--- src/rtl/instr_fetch_decode_pkg.sv ---
// Shared definitions for the instruction fetch/decode slice.
// Holds the MIPS opcode and funct encodings, the bit position of every
// operation inside the 31-bit one-hot code vector, the fetch FSM state
// enum and a helper that turns a bit index into a one-hot code word.
package instr_fetch_decode_pkg;

    localparam int unsigned CODE_W = 31;

    // Primary opcode field values (instr[31:26])
    localparam logic [5:0] OP_SPECIAL = 6'h00;
    localparam logic [5:0] OP_J       = 6'h02;
    localparam logic [5:0] OP_JAL     = 6'h03;
    localparam logic [5:0] OP_BEQ     = 6'h04;
    localparam logic [5:0] OP_BNE     = 6'h05;
    localparam logic [5:0] OP_ADDI    = 6'h08;
    localparam logic [5:0] OP_ADDIU   = 6'h09;
    localparam logic [5:0] OP_SLTI    = 6'h0A;
    localparam logic [5:0] OP_SLTIU   = 6'h0B;
    localparam logic [5:0] OP_ANDI    = 6'h0C;
    localparam logic [5:0] OP_ORI     = 6'h0D;
    localparam logic [5:0] OP_XORI    = 6'h0E;
    localparam logic [5:0] OP_LUI     = 6'h0F;
    localparam logic [5:0] OP_LW      = 6'h23;
    localparam logic [5:0] OP_SW      = 6'h2B;

    // Function field values for OP_SPECIAL (instr[5:0])
    localparam logic [5:0] FN_SLL  = 6'h00;
    localparam logic [5:0] FN_SRL  = 6'h02;
    localparam logic [5:0] FN_SRA  = 6'h03;
    localparam logic [5:0] FN_SLLV = 6'h04;
    localparam logic [5:0] FN_SRLV = 6'h06;
    localparam logic [5:0] FN_SRAV = 6'h07;
    localparam logic [5:0] FN_JR   = 6'h08;
    localparam logic [5:0] FN_ADD  = 6'h20;
    localparam logic [5:0] FN_ADDU = 6'h21;
    localparam logic [5:0] FN_SUB  = 6'h22;
    localparam logic [5:0] FN_SUBU = 6'h23;
    localparam logic [5:0] FN_AND  = 6'h24;
    localparam logic [5:0] FN_OR   = 6'h25;
    localparam logic [5:0] FN_XOR  = 6'h26;
    localparam logic [5:0] FN_NOR  = 6'h27;
    localparam logic [5:0] FN_SLT  = 6'h2A;
    localparam logic [5:0] FN_SLTU = 6'h2B;

    // Bit positions inside the one-hot code vector
    localparam logic [4:0] IDX_ADD   = 5'd0;
    localparam logic [4:0] IDX_ADDU  = 5'd1;
    localparam logic [4:0] IDX_SUB   = 5'd2;
    localparam logic [4:0] IDX_SUBU  = 5'd3;
    localparam logic [4:0] IDX_AND   = 5'd4;
    localparam logic [4:0] IDX_OR    = 5'd5;
    localparam logic [4:0] IDX_XOR   = 5'd6;
    localparam logic [4:0] IDX_NOR   = 5'd7;
    localparam logic [4:0] IDX_SLT   = 5'd8;
    localparam logic [4:0] IDX_SLTU  = 5'd9;
    localparam logic [4:0] IDX_SLL   = 5'd10;
    localparam logic [4:0] IDX_SRL   = 5'd11;
    localparam logic [4:0] IDX_SRA   = 5'd12;
    localparam logic [4:0] IDX_SLLV  = 5'd13;
    localparam logic [4:0] IDX_SRLV  = 5'd14;
    localparam logic [4:0] IDX_SRAV  = 5'd15;
    localparam logic [4:0] IDX_JR    = 5'd16;
    localparam logic [4:0] IDX_ADDI  = 5'd17;
    localparam logic [4:0] IDX_ADDIU = 5'd18;
    localparam logic [4:0] IDX_ANDI  = 5'd19;
    localparam logic [4:0] IDX_ORI   = 5'd20;
    localparam logic [4:0] IDX_XORI  = 5'd21;
    localparam logic [4:0] IDX_LW    = 5'd22;
    localparam logic [4:0] IDX_SW    = 5'd23;
    localparam logic [4:0] IDX_BEQ   = 5'd24;
    localparam logic [4:0] IDX_BNE   = 5'd25;
    localparam logic [4:0] IDX_SLTI  = 5'd26;
    localparam logic [4:0] IDX_SLTIU = 5'd27;
    localparam logic [4:0] IDX_LUI   = 5'd28;
    localparam logic [4:0] IDX_J     = 5'd29;
    localparam logic [4:0] IDX_JAL   = 5'd30;

    // Fetch sequencer states
    typedef enum logic [1:0] {
        IDLE  = 2'd0,
        FETCH = 2'd1,
        HOLD  = 2'd2
    } fsm_state_e;

    // One-hot code word with only bit idx set
    function automatic logic [CODE_W-1:0] onehot_code(input logic [4:0] idx);
        onehot_code = 31'd1 << idx;
    endfunction

endpackage

--- src/rtl/instr_fetch_decode_rom.sv ---
// Combinational decode table for the fetch/decode slice.
// Ports:
//   instr   (in, 32)  raw instruction word
//   code    (out, 31) one-hot operation vector, all zero when unmatched
//   illegal (out, 1)  high when the encoding matches no known operation
// R-type words (opcode 0) are decoded on funct; everything else on opcode.
module instr_decode_rom
    import instr_fetch_decode_pkg::*;
(
    input  logic [31:0]       instr,
    output logic [CODE_W-1:0] code,
    output logic              illegal
);

    logic [5:0] opcode_s;
    logic [5:0] funct_s;

    assign opcode_s = instr[31:26];
    assign funct_s  = instr[5:0];

    // Table lookup: opcode first, funct only for the SPECIAL opcode
    always_comb begin
        code    = 31'd0;
        illegal = 1'b0;
        case (opcode_s)
            OP_SPECIAL: begin
                case (funct_s)
                    FN_ADD:  code = onehot_code(IDX_ADD);
                    FN_ADDU: code = onehot_code(IDX_ADDU);
                    FN_SUB:  code = onehot_code(IDX_SUB);
                    FN_SUBU: code = onehot_code(IDX_SUBU);
                    FN_AND:  code = onehot_code(IDX_AND);
                    FN_OR:   code = onehot_code(IDX_OR);
                    FN_XOR:  code = onehot_code(IDX_XOR);
                    FN_NOR:  code = onehot_code(IDX_NOR);
                    FN_SLT:  code = onehot_code(IDX_SLT);
                    FN_SLTU: code = onehot_code(IDX_SLTU);
                    FN_SLL:  code = onehot_code(IDX_SLL);
                    FN_SRL:  code = onehot_code(IDX_SRL);
                    FN_SRA:  code = onehot_code(IDX_SRA);
                    FN_SLLV: code = onehot_code(IDX_SLLV);
                    FN_SRLV: code = onehot_code(IDX_SRLV);
                    FN_SRAV: code = onehot_code(IDX_SRAV);
                    FN_JR:   code = onehot_code(IDX_JR);
                    default: illegal = 1'b1;
                endcase
            end
            OP_ADDI:  code = onehot_code(IDX_ADDI);
            OP_ADDIU: code = onehot_code(IDX_ADDIU);
            OP_ANDI:  code = onehot_code(IDX_ANDI);
            OP_ORI:   code = onehot_code(IDX_ORI);
            OP_XORI:  code = onehot_code(IDX_XORI);
            OP_LW:    code = onehot_code(IDX_LW);
            OP_SW:    code = onehot_code(IDX_SW);
            OP_BEQ:   code = onehot_code(IDX_BEQ);
            OP_BNE:   code = onehot_code(IDX_BNE);
            OP_SLTI:  code = onehot_code(IDX_SLTI);
            OP_SLTIU: code = onehot_code(IDX_SLTIU);
            OP_LUI:   code = onehot_code(IDX_LUI);
            OP_J:     code = onehot_code(IDX_J);
            OP_JAL:   code = onehot_code(IDX_JAL);
            default:  illegal = 1'b1;
        endcase
    end

endmodule

--- src/rtl/instr_fetch_decode.sv ---
// Instruction fetch and decode stage.
// Accepts a PC from the PC stage, fetches the word from instruction memory
// with a bounded wait, decodes it into a one-hot operation vector and
// presents it to the controller until consumed. One instruction in flight.
// Ports:
//   clk, rst_n                 clock, async active-low reset
//   pc_in, pc_valid, pc_ready  fetch address handshake from the PC stage
//   im_req, im_addr            instruction-memory request and address
//   im_rdata, im_ack           instruction-memory data and acknowledge
//   code, instr, pc_out        decoded vector, raw word and its PC
//   code_valid, code_ready     handshake toward the controller
//   illegal                    presented word has no known encoding
//   fetch_err                  one-cycle pulse when a fetch timed out
module instr_fetch_decode
    import instr_fetch_decode_pkg::*;
#(
    parameter int unsigned TIMEOUT = 15
) (
    input  logic              clk,
    input  logic              rst_n,
    input  logic [31:0]       pc_in,
    input  logic              pc_valid,
    output logic              pc_ready,
    output logic              im_req,
    output logic [31:0]       im_addr,
    input  logic [31:0]       im_rdata,
    input  logic              im_ack,
    output logic [CODE_W-1:0] code,
    output logic [31:0]       instr,
    output logic [31:0]       pc_out,
    output logic              code_valid,
    input  logic              code_ready,
    output logic              illegal,
    output logic              fetch_err
);

    localparam int unsigned CNT_W = $clog2(TIMEOUT + 1);
    // Abort on the edge that would take the counter to TIMEOUT, so FETCH
    // lasts exactly TIMEOUT cycles when no acknowledge arrives.
    localparam logic [CNT_W-1:0] CNT_LAST = CNT_W'(TIMEOUT - 1);

    fsm_state_e        state_q, state_d;
    logic [31:0]       pc_q, pc_d;
    logic [CNT_W-1:0]  cnt_q, cnt_d;
    logic [31:0]       instr_q, instr_d;
    logic [CODE_W-1:0] code_q, code_d;
    logic              illegal_q, illegal_d;
    logic [31:0]       pc_out_q, pc_out_d;
    logic              fetch_err_q, fetch_err_d;

    logic [CODE_W-1:0] dec_code_s;
    logic              dec_illegal_s;

    // Decode straight off the memory bus so the result can be captured on ack
    instr_decode_rom u_rom (
        .instr   (im_rdata),
        .code    (dec_code_s),
        .illegal (dec_illegal_s)
    );

    // Next-state and datapath update logic
    always_comb begin
        state_d     = state_q;
        pc_d        = pc_q;
        cnt_d       = cnt_q;
        instr_d     = instr_q;
        code_d      = code_q;
        illegal_d   = illegal_q;
        pc_out_d    = pc_out_q;
        fetch_err_d = 1'b0;
        case (state_q)
            IDLE: begin
                if (pc_valid) begin
                    pc_d    = pc_in;
                    cnt_d   = '0;
                    state_d = FETCH;
                end else begin
                    state_d = IDLE;
                end
            end
            FETCH: begin
                if (im_ack) begin
                    instr_d   = im_rdata;
                    code_d    = dec_code_s;
                    illegal_d = dec_illegal_s;
                    pc_out_d  = pc_q;
                    cnt_d     = '0;
                    state_d   = HOLD;
                end else if (cnt_q == CNT_LAST) begin
                    fetch_err_d = 1'b1;
                    cnt_d       = '0;
                    state_d     = IDLE;
                end else begin
                    cnt_d   = cnt_q + CNT_W'(1);
                    state_d = FETCH;
                end
            end
            HOLD: begin
                if (code_ready) begin
                    state_d = IDLE;
                end else begin
                    state_d = HOLD;
                end
            end
            default: begin
                cnt_d   = '0;
                state_d = IDLE;
            end
        endcase
    end

    // FSM state register
    always_ff @(posedge clk or negedge rst_n) begin
        if (!rst_n) begin
            state_q <= IDLE;
        end else begin
            state_q <= state_d;
        end
    end

    // Datapath and status registers
    always_ff @(posedge clk or negedge rst_n) begin
        if (!rst_n) begin
            pc_q        <= 32'd0;
            cnt_q       <= '0;
            instr_q     <= 32'd0;
            code_q      <= 31'd0;
            illegal_q   <= 1'b0;
            pc_out_q    <= 32'd0;
            fetch_err_q <= 1'b0;
        end else begin
            pc_q        <= pc_d;
            cnt_q       <= cnt_d;
            instr_q     <= instr_d;
            code_q      <= code_d;
            illegal_q   <= illegal_d;
            pc_out_q    <= pc_out_d;
            fetch_err_q <= fetch_err_d;
        end
    end

    // Handshake outputs are pure decodes of the state register
    assign pc_ready   = (state_q == IDLE);
    assign im_req     = (state_q == FETCH);
    assign code_valid = (state_q == HOLD);
    assign im_addr    = pc_q;
    assign code       = code_q;
    assign instr      = instr_q;
    assign pc_out     = pc_out_q;
    assign illegal    = illegal_q;
    assign fetch_err  = fetch_err_q;

endmodule

--- config.mk ---
export PLATFORM = sky130hd
export DESIGN_NAME = instr_fetch_decode
export DESIGN_NICKNAME = d
export VERILOG_FILES = /design/src/rtl/instr_fetch_decode_pkg.sv /design/src/rtl/instr_fetch_decode_rom.sv /design/src/rtl/instr_fetch_decode.sv
export SDC_FILE = /design/constraint.sdc
export NUM_CORES = 1
export LEC_CHECK = 0
export ABC_AREA = 1
export BUFFER_PORTS_ARGS = -buffer_cell sky130_fd_sc_hd__buf_2
export CELL_PAD_IN_SITES_DETAIL_PLACEMENT = 1
export CELL_PAD_IN_SITES_GLOBAL_PLACEMENT = 2
export CORE_MARGIN = 5
export CORE_UTILIZATION = 30
export CTS_BUF_LIST = sky130_fd_sc_hd__clkbuf_4 sky130_fd_sc_hd__clkbuf_8
export CTS_CLUSTER_DIAMETER = 30
export DETAILED_ROUTE_END_ITERATION = 6
export PLACE_DENSITY_LB_ADDON = 0.1
export SLEW_MARGIN = 20
export SYNTH_ARGS = -nofsm -noshare
export SYNTH_HDL_FRONTEND = slang
export SYNTH_SLANG_ARGS = --single-unit
--- constraint.sdc ---
create_clock -name clk -period 3.1 [get_ports clk]
set_input_delay 0.775 -clock clk [delete_from_list [all_inputs] [get_ports clk]]
set_output_delay 0.775 -clock clk [all_outputs]
set_load 0.03 [all_outputs]
Word level (Yosys, flattened, before mapping)
Index checks and enable logic that the tools add are counted.

word-level totals
  register bits = 135
  input bits = 69

cells by class
  bitwise logic cells = 1
  equality and inequality tests = 34
  reductions and logical operators = 8
  multiplexer cells = 16
  $add $sub $neg = 1

operator list
  kind                   count
  $pmux W31 S15          1
  $pmux W17 S17          1
  $eq A6 B6 Y1 const B   12
  $eq A6 B4 Y1 const B   9
  $eq A6 B3 Y1 const B   5
  $eq A6 B2 Y1 const B   4
  $reduce_or A17 Y1      1
  $reduce_or A14 Y1      1
  $logic_not A6 Y1       2
  $mux W4                3
  $pmux W4 S3            1
  $mux W1                6
  $pmux W2 S3            1
  $reduce_and A2 Y1      3
  $add A4 B1 Y4 const B  1
  $eq A4 B4 Y1 const B   1
  $mux W2                2
  $eq A2 B1 Y1 const B   1
  $eq A2 B2 Y1 const B   1
  $logic_not A2 Y1       1
  $ne A2 B2 Y1 const B   1
  $pmux W1 S2            1
  $not A1 Y1             1

Logic depth before layout (Yosys ltp)
  depth in word-level cells = 4
  mapped depth = 10

By module
From an unflattened synthesis, not the netlist that was laid out.

second synthesis, totals
  cell total of the unflattened synthesis = 701
  area, all modules = 5960.7 um^2

modules (own cells, without submodules)
  module              seq. area each (um^2)  times used  area each (um^2)  cells an instance
  instr_fetch_decode  3378.2                 1           5437.7            591
  instr_decode_rom    0.0                    1           523.0             110

Worst setup path after synthesis
OpenSTA, ideal clock, no wires.

  path kind = register -> register
  start = register state_q[0]
  end = register pc_q[10], in the netlist im_addr[10]
  data arrival time = 1.605 ns
  period minus slack after synthesis = 1.730 ns
  required time = 2.975 ns
  path buffers = 1
  stages on the path, launching flop included = 5
  setup time = 0.125 ns
  slack = 1.370 ns
  cell sequence = dfrtp_1 > nor2_1 > nand2_1 > buf_2 > mux2_2

on the way
  longest elaborated chain between the ends = 2

ends and longest elaborated chain
  item                                RTL line                   RTL
  start, declared                     instr_fetch_decode.sv:42   fsm_state_e state_q, state_d;
  start signal, assigned              instr_fetch_decode.sv:117  state_q <= state_d;
  $logic_not A2 Y1                    --
  net pc_ready                        instr_fetch_decode.sv:23   output logic pc_ready,
  $reduce_and A2 Y1 (no source line)  --
  end signal, assigned                instr_fetch_decode.sv:132  pc_q <= pc_d;
  end, declared                       instr_fetch_decode.sv:43   logic [31:0] pc_q, pc_d;

The timed path passes the listed nets, and every way through them passes these cells.
A chain may end at the register's enable or synchronous reset.

Worst setup path after layout
  start = register state_q[0]
  end = output port im_req

on the way
  longest elaborated chain between the ends = 1

ends and longest elaborated chain
  item           RTL line                   RTL
  $eq A2 B1 Y1   instr_fetch_decode.sv:144  assign im_req = (state_q == FETCH);
  end, declared  instr_fetch_decode.sv:24   output logic im_req,

Every way passes these cells.

==> load_flow_metrics.sql <==
INSERT INTO impl_metrics (metric_group, metric, value, unit) VALUES
('run_status', 'status', 'completed', ''),
('synth', 'synthesis.nets', '637', ''),
('sta', 'slew_worst_pin', '632.3', 'ps'),
('critical_path', 'crit_fanout', '5', ''),
('clock_tree', 'cts.sink_count', '135', ''),
('critical_path', 'worst_ep_required_time', '2320', 'ps'),
('clock_tree', 'cts.reportedPaths.clkPinSlew', '80', 'ps'),
('clock_tree', 'clkLatencyLatePin', '440', 'ps'),
('routing', 'vias_per_cell', '4.452', ''),
('critical_path', 'cp_endpoint_kind', 'output port', ''),
('synth', 'post_synth.cell_area_avg', '9.587', 'sq um'),
('grt', 'grt_first_pass_wirelength', '25630', 'um'),
('run', 'max-cap-violations', '0', ''),
('grt', 'grt_start_max_net_pins', '59', ''),
('clock_tree', 'post-cts-setup-buffer-count', '0', ''),
('floorplan', 'boundaryPins', '201', ''),
('synth', 'synth-seq-area-share', '62.26', '%'),
('synth', 'synth_seq_cells', '135', ''),
('routing', 'drt_wl_total', '16090', 'um'),
('critical_path', 'dominant_delay_contributor_by_cell_family_on_the_critical_path', 'flip-flops', ''),
('placement', 'placement.io_buffers', '200', ''),
('routing', 'antenna_violating_nets_left', '0', ''),
('floorplan', 'die_y', '144.5', 'um'),
('clock_tree', 'clock_path_buffers', '2', ''),
('placement', 'finalWeightedCongestion', '0.7845', ''),
('routing', 'avgRoutedWirePerCell', '15.88', 'um'),
('synth', 'synth_cells', '566', ''),
('critical_path', 'timing.critical_path.from_type', 'flop', ''),
('critical_path', 'path_buf_inv', '2', ''),
('sta', 'report.final.hold_viol_count', '0', ''),
('critical_path', 'criticalPathCategory', 'flop to output port', ''),
('routing', 'vias', '4510', ''),
('routing', 'drt_iter0_drc', '120', ''),
('routing', 'drt-pass1-iter-count', '4', ''),
('sta', 'setup_repair_after_global_routing_missed_its_margin', 'no', ''),
('critical_path', 'cp_slowest_stage_delay', '430', 'ps'),
('layout', 'final_cell_area', '0.007162', 'sq mm'),
('clock_tree', 'postCtsResizedCells', '0', ''),
('sta', 'finalClockSkew', '10.99', 'ps'),
('clock_tree', 'cts-hold-fix-buffers', '0', ''),
('clock_tree', 'clock_tree_from_tritoncts', 'done', ''),
('floorplan', 'core-area', '0.01790', 'sq mm'),
('synth', 'synth.distinct_cells', '26', ''),
('placement', 'place_inst', '982', ''),
('power_and_ir_drop', 'clock_power_share', '21.3', '%'),
('sta', 'post-route-period-util', '65.99', '%'),
('layout', 'layout.cells.most_common', 'sky130_fd_sc_hd__nand2_1', ''),
('floorplan', 'die_area', '0.02088', 'sq mm'),
('placement', 'dp.final_hpwl', '11920', 'um'),
('critical_path', 'series_of_cell_instances_along_the_critical_path', 'inv_2 > nor2_4 > buf_2', ''),
('critical_path', 'critical-path-slowest-cell', 'sky130_fd_sc_hd__dfrtp_1', ''),
('power_and_ir_drop', 'switch_share', '44.28', '%'),
('grt', 'grt_antenna_before_repair', '0', ''),
('grt', 'via_count_of_the_first_global_routing_pass', '4904', ''),
('floorplan', 'start_util', '30.31', '%'),
('power_and_ir_drop', 'pwr-share-comb', '42.3', '%'),
('worst_hold_path', 'hold_class', 'primary input to asynchronous set/reset pin', ''),
('power_and_ir_drop', 'leakage', '3.968', 'nW'),
('placement', 'dpl-instance-area', '0.006716', 'sq mm'),
('floorplan', 'dieWidth', '144.5', 'um'),
('floorplan', 'core.rowCount', '49', ''),
('clock_tree', 'cts_buffers', '17', ''),
('power_and_ir_drop', 'vdd_ir_drop_max', '0.4182', 'mV'),
('grt', 'global_route.usage.total', '15.69', '%'),
('power_and_ir_drop', 'intPower', '0.004328', 'W'),
('sta', 'setup-violations-final', '0', ''),
('layout', 'final_cell_mix', 'sky130_fd_sc_hd__nand2_1 (244), sky130_fd_sc_hd__buf_2 (199), sky130_fd_sc_hd__dfrtp_1 (135)', ''),
('critical_path', 'worst-endpoint-arrival', '1270', 'ps'),
('synth', 'yosys_warnings', '0', ''),
('sta', 'fin_tns_setup', '0', 'ps'),
('layout', 'drive_above_1_share', '35.84', '%');
## power by group through the flow
| stage | registers [W] | clock network (W) | logic, W |
|---|---|---|---|
| after floorplan | 0.00405 | 0 | 0.000992 |
| after global placement | 0.00283 | 0 | 0.00330 |
| after detailed placement | 0.00286 | 0 | 0.00336 |
| after CTS | 0.00284 | 0.00172 | 0.00336 |
| after global routing | 0.00292 | 0.00180 | 0.00357 |
| final | 0.00282 | 0.00166 | 0.00329 |
## flip-flops by register name, indices dropped and copies added (netlist names)
signal,count
im_addr,32
instr,32
cnt_q,4
state_q,2
illegal,1
code,31
fetch_err,1
pc_out,32
## synth_stat cells
library cell               instances  area, sq um
sky130_fd_sc_hd__ha_1              2        25.02
sky130_fd_sc_hd__nor3_1            1        5.000
sky130_fd_sc_hd__nand2_2           1        6.260
sky130_fd_sc_hd__a21oi_1           2        10.01
sky130_fd_sc_hd__mux2_2           32        360.4
sky130_fd_sc_hd__o21ai_0          31        155.2
sky130_fd_sc_hd__o31ai_1           6        45.04
sky130_fd_sc_hd__clkbuf_1         10        37.54
sky130_fd_sc_hd__nand2_1         244        915.9
sky130_fd_sc_hd__nor2_1           30        112.6
sky130_fd_sc_hd__dfrtp_1         135         3378
sky130_fd_sc_hd__and3_1            1        6.260
sky130_fd_sc_hd__nand3_1          25        125.1
sky130_fd_sc_hd__nand3_2           1        10.01
sky130_fd_sc_hd__buf_2            10        50.05
sky130_fd_sc_hd__xor2_1            1        8.760
sky130_fd_sc_hd__inv_2             4        15.01
sky130_fd_sc_hd__nor2_2            1        6.260
sky130_fd_sc_hd__a22o_1            1        8.760
sky130_fd_sc_hd__nand4_1           1        6.260
sky130_fd_sc_hd__buf_1             1        3.750
sky130_fd_sc_hd__nor3b_1           1        7.510
sky130_fd_sc_hd__nor2_4            2        22.52
sky130_fd_sc_hd__inv_1            21        78.83
sky130_fd_sc_hd__a31oi_1           1        6.260
sky130_fd_sc_hd__nor2_8            1        20.02
## logic make-up (layout without fill, tap and decap cells)
logic type / after synthesis / in the layout / share of synthesized area (%)
adder cells (fa/ha/maj): 2 / 2 / 0.4611
multiplexers: 32 / 32 / 6.641
XOR/XNOR: 1 / 1 / 0.1614
AND/OR/NAND/NOR: 309 / 309 / 22.92
flip-flops: 135 / 135 / 62.26
buffers and inverters: 46 / 264 / 3.413
AO/OA/AOI/OAI: 41 / 41 / 4.150
## layout make-up
cell class                 instances  area, sq um
multi-input combinational        385         1863
tap                              229        286.5
sequential                       135         3378
clock inverter                    13        203.9
inverter                          25        96.34
clock buffer                      18        241.5
fill                            2146        10740
timing repair buffer             208         1092
## metal layers
| layer | track usage (%) | wire length (um) | vias up |
|---|---|---|---|
| met1 | 20.51 | 7158 | 2134 |
| li1 | - | - | 2210 |
| met5 | 0 | 0 | - |
| met2 | 24.90 | 7387 | 148 |
| met3 | 5.423 | 1347 | 18 |
| met4 | 4.320 | 192 | 0 |
## metrics by stage
step	hold WS [ps]	utilization (%)	total power [W]	setup WS (ps)
floorplan	479.4	-	0.005040	1370
global placement	448.7	37.52	0.006130	1046
detailed placement	453.7	37.52	0.006221	1001
CTS	285.5	40.01	0.007919	1011
global route	307.0	40.01	0.008283	960.5
finish	293.0	40.01	0.007767	1054
## final timing paths
kind                            slack (ps)                     end              startpoint  cells past startpoint
worst max-delay path                  1050                  im_req    state_q[0]$_DFF_PN0_                      3
worst min-delay path                   290   pc_out[9]$_DFFE_PN0P_                   rst_n                      1
worst max register to register        1380    code[27]$_DFFE_PN0P_    state_q[0]$_DFF_PN0_                      7
worst min register to register         470  pc_out[24]$_DFFE_PN0P_  pc_out[24]$_DFFE_PN0P_                      2
max in group asynchronous             2100  pc_out[18]$_DFFE_PN0P_                   rst_n                      2
min in group clk                       470  pc_out[24]$_DFFE_PN0P_  pc_out[24]$_DFFE_PN0P_                      2
No activity file was read; power rests on OpenSTA's default activity.
